==> src/rtl/mu0_control_fsm.sv <==
// -----------------------------------------------------------------------------
// mu0_control_fsm
//
// Purpose:
//   Control unit for the MU0 16-bit accumulator machine. A three-state
//   machine (FETCH, EXEC, HALT) sequences every instruction as one fetch
//   cycle followed by one execute cycle. The datapath control word is
//   decoded combinationally from the current state, the opcode and the
//   accumulator flags, so a new control word takes effect in the same
//   cycle the state changes.
//
// Ports:
//   i_clk        system clock, rising edge active
//   i_reset      asynchronous active-high reset, forces FETCH immediately
//   i_f[3:0]     opcode field IR[15:12], only looked at in EXEC
//   i_n          accumulator negative flag (Acc[15])
//   i_z          accumulator zero flag (Acc == 0)
//   o_x_sel      ALU X operand: 0 = Acc, 1 = PC
//   o_y_sel      ALU Y operand: 0 = Din, 1 = IR
//   o_addr_sel   memory address: 0 = PC, 1 = IR[11:0]
//   o_m[1:0]     ALU mode: 0 Q=Y, 1 X+Y, 2 X+1, 3 X-Y
//   o_pc_en      PC load enable
//   o_ir_en      IR load enable
//   o_acc_en     Acc load enable
//   o_rd         memory read strobe
//   o_wr         memory write strobe
//   o_fetch      high while in FETCH (and while reset is held)
//   o_halted     high while in HALT
// -----------------------------------------------------------------------------
module mu0_control_fsm (
  input  logic       i_clk,
  input  logic       i_reset,
  input  logic [3:0] i_f,
  input  logic       i_n,
  input  logic       i_z,
  output logic       o_x_sel,
  output logic       o_y_sel,
  output logic       o_addr_sel,
  output logic [1:0] o_m,
  output logic       o_pc_en,
  output logic       o_ir_en,
  output logic       o_acc_en,
  output logic       o_rd,
  output logic       o_wr,
  output logic       o_fetch,
  output logic       o_halted
);

  typedef enum logic [1:0] {
    ST_FETCH = 2'd0,
    ST_EXEC  = 2'd1,
    ST_HALT  = 2'd2
  } state_t;

  // ALU modes
  localparam logic [1:0] M_PASS_Y = 2'd0;
  localparam logic [1:0] M_ADD    = 2'd1;
  localparam logic [1:0] M_INC_X  = 2'd2;
  localparam logic [1:0] M_SUB    = 2'd3;

  // Opcodes
  localparam logic [3:0] OP_LDA = 4'h0;
  localparam logic [3:0] OP_STA = 4'h1;
  localparam logic [3:0] OP_ADD = 4'h2;
  localparam logic [3:0] OP_SUB = 4'h3;
  localparam logic [3:0] OP_JMP = 4'h4;
  localparam logic [3:0] OP_JGE = 4'h5;
  localparam logic [3:0] OP_JNE = 4'h6;
  localparam logic [3:0] OP_STP = 4'h7;

  // Datapath control word; every field defaults to 0 so unused selects and
  // modes are never left floating.
  typedef struct packed {
    logic       x_sel;
    logic       y_sel;
    logic       addr_sel;
    logic [1:0] m;
    logic       pc_en;
    logic       ir_en;
    logic       acc_en;
    logic       rd;
    logic       wr;
  } ctrl_t;

  state_t r_state;
  ctrl_t  w_ctrl;
  logic   w_stop;

  // STP and every undefined opcode (bit 3 set) end execution.
  assign w_stop = (i_f == OP_STP) || i_f[3];

  // ---------------------------------------------------------------------------
  // State register. Unused encoding falls back to FETCH.
  // ---------------------------------------------------------------------------
  always_ff @(posedge i_clk or posedge i_reset) begin
    if (i_reset) begin
      r_state <= ST_FETCH;
    end else begin
      case (r_state)
        ST_FETCH: r_state <= ST_EXEC;
        ST_EXEC:  r_state <= w_stop ? ST_HALT : ST_FETCH;
        ST_HALT:  r_state <= ST_HALT;
        default:  r_state <= ST_FETCH;
      endcase
    end
  end

  // ---------------------------------------------------------------------------
  // Control decode. Reset is folded in combinationally so that enables and
  // strobes drop the instant reset rises, before the state register has
  // been seen to change by anything downstream.
  // ---------------------------------------------------------------------------
  always_comb begin
    w_ctrl = '0;
    if (!i_reset) begin
      case (r_state)
        ST_FETCH: begin
          // Read M[PC] into IR while computing PC+1 into PC.
          w_ctrl.addr_sel = 1'b0;
          w_ctrl.rd       = 1'b1;
          w_ctrl.ir_en    = 1'b1;
          w_ctrl.x_sel    = 1'b1;
          w_ctrl.m        = M_INC_X;
          w_ctrl.pc_en    = 1'b1;
        end

        ST_EXEC: begin
          case (i_f)
            OP_LDA: begin
              w_ctrl.addr_sel = 1'b1;
              w_ctrl.rd       = 1'b1;
              w_ctrl.y_sel    = 1'b0;
              w_ctrl.m        = M_PASS_Y;
              w_ctrl.acc_en   = 1'b1;
            end
            OP_STA: begin
              // Acc drives the data bus through the X path.
              w_ctrl.addr_sel = 1'b1;
              w_ctrl.wr       = 1'b1;
              w_ctrl.x_sel    = 1'b0;
            end
            OP_ADD, OP_SUB: begin
              w_ctrl.addr_sel = 1'b1;
              w_ctrl.rd       = 1'b1;
              w_ctrl.x_sel    = 1'b0;
              w_ctrl.y_sel    = 1'b0;
              w_ctrl.m        = (i_f == OP_ADD) ? M_ADD : M_SUB;
              w_ctrl.acc_en   = 1'b1;
            end
            OP_JMP: begin
              w_ctrl.y_sel = 1'b1;
              w_ctrl.m     = M_PASS_Y;
              w_ctrl.pc_en = 1'b1;
            end
            OP_JGE: begin
              // Not-taken branch leaves the whole word at 0.
              if (!i_n) begin
                w_ctrl.y_sel = 1'b1;
                w_ctrl.m     = M_PASS_Y;
                w_ctrl.pc_en = 1'b1;
              end
            end
            OP_JNE: begin
              if (!i_z) begin
                w_ctrl.y_sel = 1'b1;
                w_ctrl.m     = M_PASS_Y;
                w_ctrl.pc_en = 1'b1;
              end
            end
            default: begin
              // STP and undefined opcodes: nothing moves.
              w_ctrl = '0;
            end
          endcase
        end

        default: begin
          // HALT: everything idle.
          w_ctrl = '0;
        end
      endcase
    end
  end

  assign o_x_sel    = w_ctrl.x_sel;
  assign o_y_sel    = w_ctrl.y_sel;
  assign o_addr_sel = w_ctrl.addr_sel;
  assign o_m        = w_ctrl.m;
  assign o_pc_en    = w_ctrl.pc_en;
  assign o_ir_en    = w_ctrl.ir_en;
  assign o_acc_en   = w_ctrl.acc_en;
  assign o_rd       = w_ctrl.rd;
  assign o_wr       = w_ctrl.wr;

  // While reset is held the machine is considered to be sitting in FETCH.
  assign o_fetch  = i_reset || (r_state == ST_FETCH);
  assign o_halted = !i_reset && (r_state == ST_HALT);

endmodule

==> config.mk <==
export PLATFORM = sky130hd
export DESIGN_NAME = mu0_control_fsm
export DESIGN_NICKNAME = d
export VERILOG_FILES = /design/src/rtl/mu0_control_fsm.sv
export SDC_FILE = /design/constraint.sdc
export NUM_CORES = 1
export LEC_CHECK = 0
export ABC_AREA = 1
export BUFFER_PORTS_ARGS = -buffer_cell sky130_fd_sc_hd__clkbuf_2
export CAP_MARGIN = 40
export CORE_AREA = 2 2 39 41
export DETAILED_ROUTE_END_ITERATION = 8
export DIE_AREA = 0 0 41 43
export PLACE_DENSITY = 0.54
export SLEW_MARGIN = 0
export SYNTH_ARGS = -nofsm -noshare
export SYNTH_HDL_FRONTEND = slang
export SYNTH_SLANG_ARGS = --single-unit
export TNS_END_PERCENT = 5
==> constraint.sdc <==
create_clock -name i_clk -period 1.4 [get_ports i_clk]
set_input_delay 0.07 -clock i_clk [delete_from_list [all_inputs] [get_ports i_clk]]
set_output_delay 0.07 -clock i_clk [all_outputs]
set_load 0.02 [all_outputs]
==> metrics.md <==
| Metric | Value |
|---|---|
| Worst-Skew Late Latency | 0.23 ns |
| Post-Syn Nets | 46 |
| RSZ-0062 raised after global routing | no |
| Vias in the first global route | 270 |
| Setup bufs post-CTS | 0 |
| Largest family of logic cells by synthesized area | simple AND/OR/NAND/NOR gates |
| Synth cell types | 15 |
| Clk sinks | 2 |
| Top cells by area, synth | dfrtp_1, nor2_1, nand2_1 |
| Port bufs | 19 |
| Avg Inst Size Synth | 5.86 um^2 |
| Synthesized flop and latch total | 2 |
| Die Area | 1760 um^2 |
| Worst-Margin Slew | 0.175 ns |
| Final HPWL DP | 546 um |
| Synth Area in Adders | 0% |
| Max Cap Violations | 0 |
| Worst path arrival time | 1.23 ns |
| CP Class | reg2out |
| Net Sw Frac | 26.7% |
| Post-Route WL | 672 um |
| IO Pins | 20 |
| Synthesized area | 223 um^2 |
| Dpl cells | 73 |
| Fin crit share | 92.9% |
| Worst min path class | in2reg |
| Worst relative slew slack | 88.3% |
| Fin cells | 77 |
| Comb pwr share | 16.4% |
| Synth Instances | 38 |
| Synth area leader | dfrtp_1 |
| Critical Path RT | 1.33 ns |
| First-pass DRT Iterations | 3 |
| Clock slew at reported path FFs | 0.03 ns |
| Starting DRT DRC Count | 4 |
| Routed len/inst | 8.73 um |
| Crit end category | output pin |
| Int Pwr | 0.169 mW |
| Seq pwr share | 25.3% |
| Total GRT Usage | 9.52% |
| First-pass GRT wire length | 1030 um |
| Most frequent cells in the layout | clkbuf_2, nor2_1, nand2_1 |
| Post-synthesis mux area share | 0% |
| Hold Slack | 0.185 ns |
| Power density over cell area | 623 nW/um^2 |
| Post-DR vias/cell | 4.09 |
| Max FFs per register | 2 |
| Final setup fails | 0 |
| Sequential share of the synthesized area | 22.5% |
| Leak | 0.219 nW |
| Clock share of power | 58.3% |
| Initial antenna violation count | 0 |
| Initial Utilization | 16.1% |
| Die width | 41 um |
| Final Hold Fails | 0 |
| FMAX | 769 MHz |
| CTS Buffer Depth | 2 |
| Worst clock skew | 0.00695 ns |
| Status | finished, final reports clean |
| Warnings from Yosys | 0 |
| Dpl cell area | 334 um^2 |
| Largest regs | r_state (2) |
| Ratio of cells with drive above 1 in the final layout | 49.2% |
| Pins over their slew limit | 0 |
| Post-synth top area share | 22.5% |
| Core ar. | 1380 um^2 |
| Simple-gate share of the synthesized area | 46.6% |
| Synth Area in XOR/XNOR | 0% |
| Max IR drop VDD | 0.252 mV |
| Pin count of the biggest net entering global routing | 10 |
| H-tree lvl count | 1 |
| # DRC | 0 |
| Routability congestion estimate | 0.731 |
| Most flops, register | r_state |
| Clock root buffer master | clkbuf_4 |
| Row cnt | 14 |
| Number of CTS-inserted buffers | 3 |
| Final setup TNS | 0 ns |
| Commonest non-fill, non-tap cell in the layout | clkbuf_2 |
| CTS tree | done |
| Vias | 315 |
| Crit-path max FO | 4 |
| NumNets Final | 71 |
| Synth-to-Final Area Change | 65.7% |
| Startpoint Class | flop |
| Synth Area in Compound Gates | 15.7% |
| Final instance area | 369 um^2 |
| Antenna cell count | 0 |
| Switch Pwr | 0.0614 mW |
| Fin crit period | 1.30 ns |
| Total grt overflow | 0 |
| Antenna Nets Post-Route | 0 |
| Die Y | 43 um |
==> worst max-delay path, cell delays in order (launching register included) <==
cell and delay (ns):
dfrtp_1 0.40, inv_2 0.10, nand3_2 0.07, nor2_2 0.09, nand2_2 0.06, a21oi_2 0.11, clkbuf_2 0.17
==> cells in the mapped netlist <==
| cell type | n |
|---|---|
| buf_6 | 1 |
| nor2_2 | 2 |
| dfrtp_1 | 2 |
| inv_2 | 1 |
| a21oi_1 | 2 |
| nand3_2 | 1 |
| o22ai_1 | 1 |
| inv_1 | 5 |
| a21oi_2 | 1 |
| nand2_1 | 7 |
| nand3_1 | 2 |
| nand2_2 | 1 |
| o21ai_0 | 2 |
| nor2_1 | 9 |
| nor3_1 | 1 |
==> power by group through the flow <==
| stage | logic, mW | clock network [mW] | registers (mW) |
|---|---|---|---|
| 2_1_floorplan | 0.0167 | 0 | 0.0589 |
| 3_3_place_gp | 0.0355 | 0 | 0.0589 |
| 3_5_place_dp | 0.0357 | 0 | 0.0589 |
| 4_1_cts | 0.0380 | 0.142 | 0.0582 |
| 5_1_grt | 0.0421 | 0.155 | 0.0581 |
| 6_report | 0.0376 | 0.134 | 0.0582 |
==> per-layer routing <==
| metal | GRT usage (%) | wire (um) | share of wire, % |
|---|---|---|---|
| met1 | 10.9 | 302 | 45 |
| met2 | 11.6 | 297 | 44 |
| met3 | 4.71 | 58 | 8.6 |
| met4 | 10.0 | 14 | 2.1 |
| met5 | 0 | 0 | 0 |
==> metrics by stage <==
stage	utilization (%)	total power [mW]	setup slack, ns
6_report	26.7	0.230	0.100
5_1_grt	26.7	0.255	0.00542
4_1_cts	26.5	0.238	0.0336
3_5_place_dp	24.1	0.0945	0.277
3_3_place_gp	24.1	0.0943	0.308
2_1_floorplan	-	0.0756	0.319
==> logic make-up (layout without fill, tap and decap cells) <==
group | count (synthesis) | after routing
buffers and inverters | 7 | 30
DFF | 2 | 2
and+or+nand+nor | 23 | 23
AOI/OAI and AO/OA | 6 | 6
==> area by class of cell <==
type	instances	area, um^2
Sequential cell	2	50.0
Multi-Input combinational cell	29	141
Fill cell	163	1010
Tap cell	16	20.0
Clock buffer	3	22.5
Timing Repair Buffer	21	113
Inverter	6	22.5
==> timing repair <==
| item | 4_1_cts | 5_1_grt |
|---|---|---|
| hold buffers | 1 | 0 |
| endpoints found under the setup margin | 0 | 4 |
| gates resized for setup | 0 | 1 |
| hold endpoints to repair | 2 | 0 |
==> final timing paths <==
check	start	to	slack [ns]	depth (start not counted)
worst max-delay path	r_state[1]$_DFF_PP0_	o_pc_en	0.1	6
worst min-delay path	i_f[3]	r_state[1]$_DFF_PP0_	0.19	3
worst max register to register	r_state[1]$_DFF_PP0_	r_state[1]$_DFF_PP0_	0.53	3
worst min register to register	r_state[1]$_DFF_PP0_	r_state[0]$_DFF_PP0_	0.49	1
max in group asynchronous	i_reset	r_state[1]$_DFF_PP0_	0.94	3
min in group asynchronous	i_reset	r_state[0]$_DFF_PP0_	0.32	3
Power figures use the tool's default switching activity.
